--- config.mk ---
export PLATFORM = sky130hd
export DESIGN_NAME = sprite_attack_fetch
export DESIGN_NICKNAME = d
export VERILOG_FILES = /design/src/rtl/sprite_attack_fetch.sv
export SDC_FILE = /design/constraint.sdc
export NUM_CORES = 1
export LEC_CHECK = 0
export BUFFER_PORTS_ARGS = -buffer_cell sky130_fd_sc_hd__buf_2
export CAP_MARGIN = 15
export CORE_MARGIN = 2
export CORE_UTILIZATION = 30
export CTS_BUF_LIST = sky130_fd_sc_hd__clkbuf_16
export DETAILED_ROUTE_END_ITERATION = 10
export PLACE_DENSITY = 0.46
export SYNTH_ARGS = -nofsm -noshare
export SYNTH_HDL_FRONTEND = slang
export SYNTH_SLANG_ARGS = --single-unit
--- constraint.sdc ---
create_clock -name Clk -period 7.47 [get_ports Clk]
set_clock_uncertainty 0.15 [all_clocks]
set_input_delay 1.1205 -clock Clk [delete_from_list [all_inputs] [get_ports Clk]]
set_output_delay 1.1205 -clock Clk [all_outputs]
set_load 0.05 [all_outputs]
--- src/rtl/sprite_attack_fetch.sv ---
// ---------------------------------------------------------------------------
// sprite_attack_fetch
//
// Address generator and pixel qualifier for a sprite palette-index ROM
// (5-bit entries, 1-cycle synchronous read). It maps the VGA draw coordinate
// to a ROM address. It steps a multi-frame attack animation on vsync ticks.
// It returns a pipeline-aligned palette index and a pixel-enable.
//
// Optional feature macro: SPRITE_MIRROR_EN
//   When it is defined, the latched facing_left mirrors the sprite column.
//   When it is not defined, facing_left is ignored.
//
// Ports
//   Clk, Reset_n       pixel clock; asynchronous active-low reset
//   VGA_VS             active-low vertical sync; its falling edge is a tick
//   DrawX, DrawY       current pixel coordinate
//   SprX, SprY         sprite top-left position (latched on each tick)
//   facing_left        horizontal mirror request (latched on each tick)
//   attack_req         single-cycle attack trigger
//   rom_addr           registered ROM read address
//   rom_data           ROM output, valid one cycle after rom_addr
//   pix_idx, pix_on    registered palette index and opaque flag (3-cycle latency)
//   busy               animation or cooldown in progress
//   frame_idx          current animation frame
// ---------------------------------------------------------------------------
module sprite_attack_fetch #(
    parameter int         SPR_W      = 28,
    parameter int         SPR_H      = 42,
    parameter int         NUM_FRAMES = 1,
    parameter int         HOLD_TICKS = 4,
    parameter int         COOL_TICKS = 8,
    parameter logic [4:0] TRANSP_IDX = 5'd0
) (
    input  logic        Clk,
    input  logic        Reset_n,
    input  logic        VGA_VS,
    input  logic [9:0]  DrawX,
    input  logic [9:0]  DrawY,
    input  logic [9:0]  SprX,
    input  logic [9:0]  SprY,
    input  logic        facing_left,
    input  logic        attack_req,
    output logic [18:0] rom_addr,
    input  logic [4:0]  rom_data,
    output logic [4:0]  pix_idx,
    output logic        pix_on,
    output logic        busy,
    output logic [7:0]  frame_idx
);

    typedef enum logic [1:0] {IDLE, ACTIVE, COOLDOWN} state_e;

    localparam logic [10:0] SPR_W11    = 11'(SPR_W);
    localparam logic [10:0] SPR_H11    = 11'(SPR_H);
    localparam logic [18:0] SPR_W19    = 19'(SPR_W);
    localparam logic [18:0] FRAME_SZ   = 19'(SPR_W * SPR_H);
    localparam logic [7:0]  HOLD_LAST  = 8'(HOLD_TICKS - 1);
    localparam logic [7:0]  COOL_LAST  = 8'(COOL_TICKS - 1);
    localparam logic [7:0]  FRAME_LAST = 8'(NUM_FRAMES - 1);

    state_e      state_q;
    logic        vs_q, tick_q, pending_q, busy_q;
    logic [7:0]  frame_q, tcnt_q;
    logic [9:0]  sx_q, sy_q;
    logic [18:0] rom_addr_q;
    logic        qual_q1, qual_q2;
    logic        pix_on_q;
    logic [4:0]  pix_idx_q;

`ifdef SPRITE_MIRROR_EN
    logic        facing_q;
`else
    logic        unused_facing;
    assign unused_facing = facing_left;
`endif

    // Combinational hit test and address, based on the tick-latched shadows.
    logic [10:0] col, row, col_m;
    logic        hit;
    logic [18:0] addr_d;

    // NOTE: every always_comb output gets a value on every path, so no latch is inferred.
    always_comb begin
        col    = {1'b0, DrawX} - {1'b0, sx_q};
        row    = {1'b0, DrawY} - {1'b0, sy_q};
        hit    = (DrawX >= sx_q) && (DrawY >= sy_q) && (col < SPR_W11) && (row < SPR_H11);
`ifdef SPRITE_MIRROR_EN
        col_m  = facing_q ? (SPR_W11 - 11'd1 - col) : col;
`else
        col_m  = col;
`endif
        addr_d = 19'(frame_q) * FRAME_SZ + 19'(row) * SPR_W19 + 19'(col_m);
    end

    // Tick detection, shadow latching and the animation FSM.
    // NOTE: sequential state uses non-blocking assignments only, so every register reads pre-edge values.
    always_ff @(posedge Clk or negedge Reset_n) begin
        if (!Reset_n) begin
            vs_q      <= 1'b0;
            tick_q    <= 1'b0;
            sx_q      <= '0;
            sy_q      <= '0;
`ifdef SPRITE_MIRROR_EN
            facing_q  <= 1'b0;
`endif
            state_q   <= IDLE;
            pending_q <= 1'b0;
            busy_q    <= 1'b0;
            frame_q   <= '0;
            tcnt_q    <= '0;
        end else begin
            vs_q   <= VGA_VS;
            tick_q <= vs_q & ~VGA_VS;
            if (tick_q) begin
                sx_q <= SprX;
                sy_q <= SprY;
`ifdef SPRITE_MIRROR_EN
                facing_q <= facing_left;
`endif
            end
            case (state_q)
                IDLE: begin
                    // A request on the same cycle as the tick starts the attack.
                    if (tick_q && (pending_q || attack_req)) begin
                        state_q   <= ACTIVE;
                        pending_q <= 1'b0;
                        busy_q    <= 1'b1;
                        frame_q   <= '0;
                        tcnt_q    <= '0;
                    end else if (attack_req) begin
                        pending_q <= 1'b1;
                    end
                end
                ACTIVE: begin
                    if (tick_q) begin
                        if (tcnt_q == HOLD_LAST) begin
                            tcnt_q <= '0;
                            if (frame_q == FRAME_LAST) state_q <= COOLDOWN;
                            else                       frame_q <= frame_q + 8'd1;
                        end else begin
                            tcnt_q <= tcnt_q + 8'd1;
                        end
                    end
                end
                COOLDOWN: begin
                    if (tick_q) begin
                        if (tcnt_q == COOL_LAST) begin
                            state_q <= IDLE;
                            busy_q  <= 1'b0;
                            frame_q <= '0;
                            tcnt_q  <= '0;
                        end else begin
                            tcnt_q <= tcnt_q + 8'd1;
                        end
                    end
                end
                default: state_q <= IDLE;
            endcase
        end
    end

    // Pixel pipeline. The qualifier (hit and ACTIVE) is sampled together with
    // the coordinate and delayed twice, so that it lines up with rom_data.
    always_ff @(posedge Clk or negedge Reset_n) begin
        if (!Reset_n) begin
            rom_addr_q <= '0;
            qual_q1    <= 1'b0;
            qual_q2    <= 1'b0;
            pix_on_q   <= 1'b0;
            pix_idx_q  <= '0;
        end else begin
            rom_addr_q <= hit ? addr_d : '0;
            qual_q1    <= hit && (state_q == ACTIVE);
            qual_q2    <= qual_q1;
            pix_on_q   <= qual_q2 && (rom_data != TRANSP_IDX);
            pix_idx_q  <= (qual_q2 && (rom_data != TRANSP_IDX)) ? rom_data : '0;
        end
    end

    assign rom_addr  = rom_addr_q;
    assign pix_on    = pix_on_q;
    assign pix_idx   = pix_idx_q;
    assign busy      = busy_q;
    assign frame_idx = frame_q;

endmodule
==> impl_metrics.json <==
{
  "status": "finished, final reports clean",
  "detail_route.first_pass.iterations": 4,
  "port_buffers": 82,
  "syn_area_um2": 6700,
  "multiInputGateArea_um2": 4530,
  "rsz0062_at_grt": "false",
  "synth_area_leader_cell": "dfrtp_1",
  "grt_pass1_vias": 5398,
  "maxCapViolCount": 0,
  "die_area_um2": 23600,
  "finalMaxSlewViolations": 0,
  "nets": 1026,
  "rows": 54,
  "synth_nets": 938,
  "ys_ff_latch": 69,
  "grt_max_degree": 45,
  "dieHeight_um": 153,
  "cp-start-kind": "input port",
  "hold_buffers": 0,
  "worstSkewPairLatency_ns": 0.35,
  "hold_viol": 0,
  "setup-violations-final": 0,
  "synthTopCellsByCount": "109 x ha_1, 103 x inv_1, 69 x dfrtp_1, 66 x nor2_1, 52 x o21ai_0",
  "syn_to_final_growth_pct": 16.2,
  "crit_path_end_kind": "flip-flop",
  "fin_crit_sh_pct": 88.5,
  "syn_avg_cell_area_um2": 8.86,
  "synthSimpleGateAreaFrac_pct": 15.5,
  "hpwlAfterDp_um": 12300,
  "dpl_worst_slack_ns": 0.499,
  "vias": 5344,
  "synth_compound_area_share_pct": 17.7,
  "final.min_clock_period_ns": 6.61,
  "synth_top_family_by_area": "adder cells",
  "critPathKind": "input port to flip-flop",
  "worst_hold_slack_ns": 0.198,
  "drive_gt1_share_pct": 15.1,
  "drc": 0,
  "tightest_slew_ns": 0.591,
  "drt_iter0_drc": 161,
  "cts.sinks": 69,
  "synth.mux.area_fraction_pct": 1.25,
  "gr-usage-all-layers_pct": 13.9,
  "synth_top_area_share_pct": 25.8,
  "worstHoldPathType": "flip-flop to flip-flop",
  "cts_buffers": 9,
  "ys_seq_area_share_pct": 25.8,
  "wl_per_cell_um": 13.7,
  "critical_path_arrival_ns": 6.70,
  "fillCellCount": 2346,
  "synth_fa_ha_area_share_pct": 26.9,
  "cts_resized": 0,
  "async_reset_ff_share_pct": 100,
  "gp_congestion": 0.778,
  "synth_edf_count": 0,
  "overflow": 0,
  "relSlewSlack_pct": 60.3,
  "tritoncts": "yes",
  "antenna_cells": 0,
  "synth.top_cells.by_area": "dfrtp_1 26%, ha_1 20%, fa_1 6.6%",
  "cts_setup_buffers": 0,
  "die_x_um": 153,
  "clk_path_buf_depth": 2,
  "synth_cell_types": 71,
  "start_util_pct": 30.6,
  "crit_fanout": 6,
  "via_per_inst": 4.73,
  "seqCellArea_um2": 1730,
  "synth.most_common_cell": "ha_1",
  "core_um2": 21900,
  "critPathRequiredTime_ns": 7.56,
  "ant_nets": 0,
  "final_util_pct": 35.6,
  "ioPinCount": 84,
  "htreeDepth": 3,
  "cts.clk_slew.worst_paths_ns": 0.07,
  "synthCells": 757,
  "synth_xor_area_share_pct": 6.14,
  "routed_wl_um": 15500,
  "fin_ws_ns": 0.857,
  "fmax_mhz": 151,
  "finalSetupTns_ns": 0,
  "cts_root_buffer": "clkbuf_16",
  "grt_pass1_wl_um": 26900,
  "antenna_found_initial": 0,
  "yosys_warnings": 0,
  "synth_flop_cell": "dfrtp_1"
}
## final timing paths
path	start	to	slack, ns	cells past startpoint
worst max register to register	sy_q[0]	rom_addr[17]	1.40	26
worst max-delay path	DrawY[0]	rom_addr[17]	0.86	28
max in group asynchronous	Reset_n	qual_q1	5.72	2
min in group asynchronous	Reset_n	rom_addr[16]	0.53	1
worst min register to register	qual_q1	qual_q2	0.20	0
worst min-delay path	qual_q1	qual_q2	0.20	0
## registers in the layout, summed over array words and instances, names as in the netlist
register   count
qual_q2        1
pix_idx        5
tick_q         1
tcnt_q         8
pix_on         1
qual_q1        1
vs_q           1
frame_idx      8
busy           1
state_q        2
sx_q          10
pending_q      1
rom_addr      19
sy_q          10
## critical path: stages
cell and delay (ns):
buf_2 0.10, inv_1 0.05, ha_1 0.16, inv_1 0.06, fa_1 0.44, a211oi_4 0.40
nor2_1 0.11, xnor2_1 0.20, inv_1 0.13, fa_1 0.54, inv_1 0.04, ha_1 0.32
a21o_1 0.18, a21oi_1 0.22, nor2b_1 0.08, o21a_1 0.19, nor2_1 0.13, xor2_1 0.20
fa_1 0.43, inv_1 0.07, ha_1 0.24, o21ai_0 0.11, nor2_1 0.08, a41o_1 0.27
o41ai_1 0.39, o21ai_0 0.21, xnor2_1 0.17, nor2_1 0.06
## placed cells by master (no fill, tap or decap), types with 3 or more instances in the layout
cell type and instances:
ha_1 109, inv_1 103, buf_2 81, dfrtp_1 69, nor2_1 66, o21ai_0 52
nand2_1 51, a21oi_1 37, xnor2_1 28, fa_1 22, xor2_1 19, a21o_1 17
nand3_1 17, nor3_1 13, nand2b_1 10, nor2b_1 9, and2_1 9, clkbuf_16 9
buf_4 8, and3_1 7, o21a_1 6, o211ai_1 6, or2_2 6, o21bai_1 5
nand4_1 5, mux2i_1 5, o31ai_1 4, o2111ai_1 4, a31o_2 3, nor3_2 3
a22o_1 3, or3_1 3, a31oi_1 3, mux2_2 3, inv_6 3
## per-layer routing
| layer | up-vias | part of all wire (%) | GRT usage, % |
|---|---|---|---|
| li1 | 2801 | - | - |
| met1 | 2450 | 53 | 20.6 |
| met2 | 80 | 42 | 20.7 |
| met3 | 13 | 3.1 | 2.07 |
| met4 | 0 | 1.4 | 4.46 |
| met5 | - | 0 | 0 |
## metrics by stage
step | cells | instance area (um2)
detailed placement | 1114 | 7460
CTS | 1130 | 7790
global placement | 1114 | 7460
global route | 1130 | 7790
finish | 1130 | 7790
floorplan | 757 | 6700
## kinds of logic (layout without fill, tap and decap cells)
family	count (synthesis)	after routing
and+or+nand+nor	211	211
AOI/OAI and AO/OA	176	176
adders and majority gates	131	131
buffers and inverters	115	208
DFF	69	69
xor gates and xnor gates	47	47
muxes	8	8
## final cells by class
class	instances	share of cell area, %
well taps	280	4.50
inverters	103	4.96
repair buffers	89	5.98
clock inverters	7	1.35
flip-flops and latches	69	22.2
multi-input cells	573	58.2
clock buffers	9	2.89
Power is not shown: default switching activity piles up to over one toggle a cycle in this logic, so the estimate is an artifact.
